--- config.mk ---
export PLATFORM = sky130hd
export DESIGN_NAME = fetch_unit
export DESIGN_NICKNAME = d
export VERILOG_FILES = /design/src/rtl/fetch_unit.sv
export SDC_FILE = /design/constraint.sdc
export NUM_CORES = 1
export LEC_CHECK = 0
export BUFFER_PORTS_ARGS = -buffer_cell sky130_fd_sc_hd__clkbuf_2
export CORE_MARGIN = 4
export CORE_UTILIZATION = 53
export DETAILED_ROUTE_END_ITERATION = 16
export HOLD_SLACK_MARGIN = 0.03
export PLACE_DENSITY = 0.9
export SLEW_MARGIN = 20
export SYNTH_ARGS = -nofsm -noshare
export SYNTH_HDL_FRONTEND = slang
export SYNTH_SLANG_ARGS = --single-unit
--- constraint.sdc ---
create_clock -name clk -period 7.8 [get_ports clk]
set_input_delay 1.17 -clock clk [delete_from_list [all_inputs] [get_ports clk]]
set_output_delay 1.17 -clock clk [all_outputs]
set_load 0.03 [all_outputs]
--- src/rtl/fetch_unit.sv ---
// RV32I instruction fetch: PC register, combinational ROM address, 2-entry {pc, instr} buffer to decode.
// Optional FETCH_MISALIGN_CHECK_EN: a misaligned redirect sets a sticky misalign_err and halts fetch until reset.
module fetch_unit #(
    parameter logic [31:0] RESET_PC  = 32'h0000_0000,
    parameter int unsigned BUF_DEPTH = 2
) (
    input  logic        clk,
    input  logic        reset,
    output logic [31:0] instr_addr,
    input  logic [31:0] instr_data,
    input  logic        redirect_valid,
    input  logic [31:0] redirect_pc,
    output logic        out_valid,
    input  logic        out_ready,
    output logic [31:0] out_instr,
    output logic [31:0] out_pc,
    output logic [31:0] out_pc_plus4,
    output logic        misalign_err
);

    typedef enum logic {
        ST_RUN  = 1'b0,
        ST_HALT = 1'b1
    } state_e;

    localparam logic [1:0] COUNT_FULL = 2'(BUF_DEPTH);

    state_e      state_q, state_d;
    logic        fetch_en;

    logic [31:0] fetch_pc_q, fetch_pc_d;
    logic        rd_ptr_q, rd_ptr_d;
    logic        wr_ptr_q, wr_ptr_d;
    logic [1:0]  count_q, count_d;
    logic        misalign_q, misalign_d;

    logic [31:0] buf_pc_q    [BUF_DEPTH];
    logic [31:0] buf_instr_q [BUF_DEPTH];

    logic        push;
    logic        pop;
    logic        redirect_misaligned;
    logic [31:0] redirect_target;

    assign redirect_target = {redirect_pc[31:2], 2'b00};

`ifdef FETCH_MISALIGN_CHECK_EN
    assign redirect_misaligned = redirect_valid && (redirect_pc[1:0] != 2'b00);
`else
    logic unused_redirect_low;
    assign unused_redirect_low = ^redirect_pc[1:0];
    assign redirect_misaligned = 1'b0;
`endif

    // FSM: state register
    always_ff @(posedge clk) begin
        if (reset) begin
            state_q <= ST_RUN;
        end else begin
            state_q <= state_d;
        end
    end

    // FSM: next state
    always_comb begin
        // NOTE: default first so every path assigns state_d and no latch is inferred.
        state_d = state_q;
        if (state_q == ST_RUN && redirect_misaligned) begin
            state_d = ST_HALT;
        end
    end

    // FSM: outputs
    always_comb begin
        fetch_en = (state_q == ST_RUN);
    end

    // A redirect masks the head combinationally so wrong-path words never reach decode.
    assign out_valid = (count_q != 2'd0) && !redirect_valid;
    assign pop       = out_valid && out_ready;
    assign push      = fetch_en && !redirect_valid && ((count_q != COUNT_FULL) || pop);

    always_comb begin
        fetch_pc_d = fetch_pc_q;
        rd_ptr_d   = rd_ptr_q;
        wr_ptr_d   = wr_ptr_q;
        count_d    = count_q;
        misalign_d = misalign_q || redirect_misaligned;

        if (redirect_valid) begin
            fetch_pc_d = redirect_target;
            rd_ptr_d   = 1'b0;
            wr_ptr_d   = 1'b0;
            count_d    = 2'd0;
        end else begin
            if (push) begin
                fetch_pc_d = fetch_pc_q + 32'd4;
                wr_ptr_d   = wr_ptr_q + 1'b1;
            end
            if (pop) begin
                rd_ptr_d = rd_ptr_q + 1'b1;
            end
            case ({push, pop})
                2'b10:   count_d = count_q + 2'd1;
                2'b01:   count_d = count_q - 2'd1;
                default: count_d = count_q;
            endcase
        end
    end

    always_ff @(posedge clk) begin
        // NOTE: sequential state uses non-blocking assignments so all registers update from pre-edge values.
        if (reset) begin
            fetch_pc_q <= RESET_PC;
            rd_ptr_q   <= 1'b0;
            wr_ptr_q   <= 1'b0;
            count_q    <= 2'd0;
            misalign_q <= 1'b0;
        end else begin
            fetch_pc_q <= fetch_pc_d;
            rd_ptr_q   <= rd_ptr_d;
            wr_ptr_q   <= wr_ptr_d;
            count_q    <= count_d;
            misalign_q <= misalign_d;
        end
    end

    // NOTE: buffer storage is not reset; count_q gates every read, so stale contents are never observed.
    always_ff @(posedge clk) begin
        if (push) begin
            buf_pc_q[wr_ptr_q]    <= fetch_pc_q;
            buf_instr_q[wr_ptr_q] <= instr_data;
        end
    end

    assign instr_addr   = fetch_pc_q;
    assign out_pc       = buf_pc_q[rd_ptr_q];
    assign out_instr    = buf_instr_q[rd_ptr_q];
    assign out_pc_plus4 = out_pc + 32'd4;
    assign misalign_err = misalign_q;

endmodule

* Word-level counts from Yosys, hierarchy flattened
Memories as Yosys holds them, arrays and structs flattened. A register that Yosys moved wholly into a read port is not among the register bits. Index checks and enable logic that the tools add are counted.
Storage, ports and cells: memories 2, latch bits 0, output and inout port bits 130, logic and storage cells 34, bits in read-only memories 0, bits in writable memories 128, bits of input ports 68, register bits 36
Operators by class: equality and inequality tests 3, bitwise operators 0, divide/modulo/power cells 0, multiply operators 0, reductions and logical operators 9, mux-type cells 9, add/sub/neg operators 6, magnitude comparators 0, shift-type cells 0
Memories:
- buf_instr_q | words 2, bits a word 32, rd ports 1, clocked after Yosys merged registers in 1, wr ports 1, line 38 | logic [31:0] buf_instr_q [BUF_DEPTH];
- buf_pc_q | words 2, bits a word 32, rd ports 1, clocked after Yosys merged registers in 1, wr ports 1, line 37 | logic [31:0] buf_pc_q [BUF_DEPTH];
Operator list (count):
- 32-bit by 3-bit adder with 32-bit output, second input constant | 2
- 32-bit 2-to-1 mux | 2
- 1-bit 2-to-1 mux | 6
- 2-bit nonzero test | 3
- 2-bit case mux with 2 select lines | 1
- 1-bit logical AND | 3
- 1-bit adder, second input constant | 2
- 2-bit by 1-bit adder with 2-bit output, second input constant | 1
- 2-bit by 1-bit == test with 1-bit output, second input constant | 1
- 2-bit == test, second input constant | 1
- 2-bit inequality test, second input constant | 1
- 2-bit OR reduction | 1
- 2-bit by 1-bit subtractor with 2-bit output, second input constant | 1
- 1-bit logical NOT | 1
- 1-bit logical OR | 1

* Depth between registers and ports, before layout
word-level depth 7, depth in mapped cells 14, gate-level depth less buffers 8

* Worst setup path before layout
Ideal clock, no wire load.
path kind input-to-reg, start input port redirect_valid, end memory buf_instr_q[0][0], enable pin, buffers on the path 2, required time 7.225 ns, arrival 6.216 ns, cell stages on the path 3, library setup time 0.575 ns, setup slack 1.010 ns, path through clkbuf_1 > clkbuf_1 > a211oi_1
On the way: cells in the longest elaborated chain, start to end 7
RTL lines:
- start: declaration | line 11 | input logic redirect_valid,
- 1-bit logical NOT (*) | line 79, 81
- 1-bit logical AND | line 79 | assign out_valid = (count_q != 2'd0) && !redirect_valid;
- 1-bit logical AND | line 80 | assign pop = out_valid && out_ready;
- 1-bit logical OR | line 81 | assign push = fetch_en && !redirect_valid && ((count_q != COUNT_FULL) || pop);
- 1-bit logical AND (*) | line 81
- 1-bit 2-to-1 mux (*) | line 130 | if (push) begin
- 1-bit 2-to-1 mux (not written as such) (*) | line 132 | buf_instr_q[wr_ptr_q] <= instr_data;
- end: declaration | line 38
Every way passes the cells marked *; elsewhere a longest branch is shown, timed or not.

==> results_dict.tcl <==
set metrics [dict create \
    run_status "finished clean" \
    drt-vias-per-instance 5.363 \
    numPortBuffers 188 \
    met2WireLength_um 8314 \
    tightestPinTransition_ps 826.0 \
    setup_viol 0 \
    worst_hold_slack_ps 508.9 \
    antenna_cells_inserted 0 \
    worst_clock_skew_ps 10.03 \
    worstPathBufferInverterCount 2 \
    top_layer "met4" \
    hold_path_class "flop to flop" \
    final_period_minus_worst_setup_slack_ps 4696 \
    synth_cells 565 \
    fin_tns_setup_ps 0 \
    m1WireLength_um 7029 \
    flip_flop_and_latch_count_after_synthesis 159 \
    slowest_delay_ps 650 \
    ys_seq_area_frac 0.6011 \
    worst_path_max_delay_cell "sky130_fd_sc_hd__buf_4" \
    largest_cells_by_area_after_synthesis "sky130_fd_sc_hd__edfxtp_1 (51%), sky130_fd_sc_hd__dfxtp_1 (9.5%), sky130_fd_sc_hd__mux2_2 (7.6%)" \
    end_kind "primary output" \
    drt-wirelength-per-cell_um 17.83 \
    syn2layout_area_growth_pct 21.74 \
    drtPass1Iterations 4 \
    layout_commonest_cell "sky130_fd_sc_hd__clkbuf_2" \
    grt_setup_unrepaired "false" \
    worst_setup_path_start_kind "flop" \
    hold_violations 0 \
    crit_top_cell "sky130_fd_sc_hd__nand4_1" \
    critPathArrivalTime_ps 3530 \
    cts-buffers-inserted 17 \
    length_of_routed_met3_wiring_um 1265 \
    num_vias 5047 \
    holdBufCountCts 0 \
    final_instance_count_without_filler_cells 941 \
    clkSlewWorstSetupHoldPaths_ps 60 \
    cap_violations 0 \
    final_layout_size_suffix_gt1_frac 0.3830 \
    maxClockFrequency_mhz 212.9 \
    maxSlewViolCount 0 \
    cts_tree "built" \
    die_y_um 125.9 \
    post-place-cells 909 \
    detailedRoute.firstIterationViolations 350 \
    yosysTopAreaCellShare 0.5059 \
    final_nets 824 \
    commonest_cells_after_routing_fill_and_taps_aside "sky130_fd_sc_hd__clkbuf_2 (188), sky130_fd_sc_hd__edfxtp_1 (124), sky130_fd_sc_hd__mux2_2 (50), sky130_fd_sc_hd__xnor2_1 (38), sky130_fd_sc_hd__inv_1 (37)" \
    crit_path_max_fanout 64 \
    final.period_utilization 0.6020 \
    setup.reg_to_reg.worst_slack_ps 5120 \
    grt_remaining_overflow 0 \
    cp_top_family "buffers and inverters" \
    initial_utilization 0.5493 \
    crit_path_cell_trace "buf_4 > nand4_1 > a211oi_2 > nand4_1 > nor3_1 > xor2_1 > clkbuf_2" \
    cts_root_buffer "sky130_fd_sc_hd__clkbuf_16" \
    rows 42 \
    ioPinCount 198 \
    grt_pass1_vias 4961 \
    ys.warnings.count 0 \
    number_of_clock_sinks 159 \
    clock_tree.htree_level_count 4 \
    synthesis.area_um2 7361 \
    routed_antenna_nets 0 \
    yosysUniqueCellTypes 54 \
    worst_vdd_rail_ir_drop_mv 0.1370 \
    grt.total_usage 0.2111 \
    post_cts_resize_count 0 \
    max-slew-margin-rel 0.4493 \
    grt_pass1_wl_um 26280 \
    pwr_density_cell_nw_per_um2 231.7 \
    pin_count_of_the_biggest_net_entering_global_routing 65 \
    synth.avg_cell_area_um2 13.03 \
    detailed_place_hpwl_um 12200 \
    detail_route.drc_violations 0 \
    critPathKind "flop to primary output" \
    finalCoreUtilization 0.6687 \
    die_area_um2 15840 \
    fp.coreArea_um2 13400 \
    cts-root-to-sink-buffers 2 \
    wl_um 16780 \
    die-width_um 125.9 \
    critPathRequiredTime_ps 6630 \
    synth_area_leader_cell "sky130_fd_sc_hd__edfxtp_1" \
    clk_latency_ps 420 \
    cts.repair_timing.setup_buffer_count 0 \
    power.leakage_uw 0.003651 \
    place.gp.congestion 0.8468 \
    number_of_antenna_violations_at_the_first_check_in_global_routing 0 \
]
==> tightest hold or removal path, delay by kind of cell (launching register included) <==
family        cells  cell delay, ps
xor+xnor          1              80
flops             1             320
simple gates      1              70
==> metal layers <==
metal  track usage  up-vias
li1              -     2432
met1        0.2781     2404
met2        0.3477      195
met3       0.05419       16
met4       0.06309        0
met5             0        -
==> state kept, by name, summed over array words and instances, names as in the netlist, named ones only <==
| register | count |
|---|---|
| wr_ptr_q | 1 |
| rd_ptr_q | 1 |
| instr_addr | 30 |
| buf_pc_q | 60 |
| count_q | 2 |
| buf_instr_q | 64 |
==> path summary, 6_finish.rpt <==
check / start / to / cells past startpoint
worst max-delay path: flop / out_pc_plus4[29] / 7
worst min-delay path: rd_ptr_q$_SDFFE_PP0P_ / rd_ptr_q$_SDFFE_PP0P_ / 2
worst max register to register: count_q[0]$_SDFFE_PP0P_ / buf_instr_q[1][16]$_DFFE_PP_ / 6
worst min register to register: rd_ptr_q$_SDFFE_PP0P_ / rd_ptr_q$_SDFFE_PP0P_ / 2
==> synthesized netlist by cell type (all sizes together) <==
library cell,instances
edfxtp,124
mux2,50
xnor2,38
inv,37
dfxtp,35
nand2,31
a21oi,27
nor2,23
nand3,21
nand4,20
o21a,20
buf,19
mux2i,18
xor2,18
clkbuf,11
a211oi,8
and3,6
nand4b,6
nor2b,5
a21o,4
ha,4
nor4,4
a2111oi,3
a31oi,3
a32o,3
nand2b,3
nor3,3
o21ai,3
a22oi,2
and2,2
and4,2
nand3b,2
o22ai,2
a221oi,1
a311oi,1
a32oi,1
and3b,1
conb,1
nor4bb,1
or2,1
or3b,1
==> logic make-up (layout without fill, tap and decap cells) <==
logic type,count (synthesis),after routing,share of synthesized area
xor gates and xnor gates,56,56,0.06663
adders and majority gates,4,4,0.006800
other,1,7,0.0005095
buffers and inverters,67,261,0.04215
DFF,159,159,0.6011
and+or+nand+nor,132,132,0.1028
AOI/OAI and AO/OA,78,78,0.07853
muxes,68,68,0.1015
==> cell type report <==
type	instances	area, µm²
well taps	176	220.2
clock inverters	15	115.1
flip-flops and latches	159	4428
repair buffers	192	970.9
fillers	1028	4439
multi-input cells	345	2663
clock buffers	17	425.4
inverters	37	138.9
==> metrics by stage <==
step	total power [µW]	instance area, µm²	setup WS (ps)
after global placement	1344	8421	3592
after floorplan	1251	7383	1010
final	2076	8961	3104
after CTS	2095	8961	3055
after detailed placement	1353	8421	3565
after global routing	2153	8961	2863
==> power by group <==
part	switching [µW]	total, µW	leakage [µW]	internal [µW]
Combinational	222	325	0.00194	103
Sequential	39.5	1010	0.00147	969
Clock	333	742	0.000244	409
Note: power is estimated with default switching activity, not from simulation.
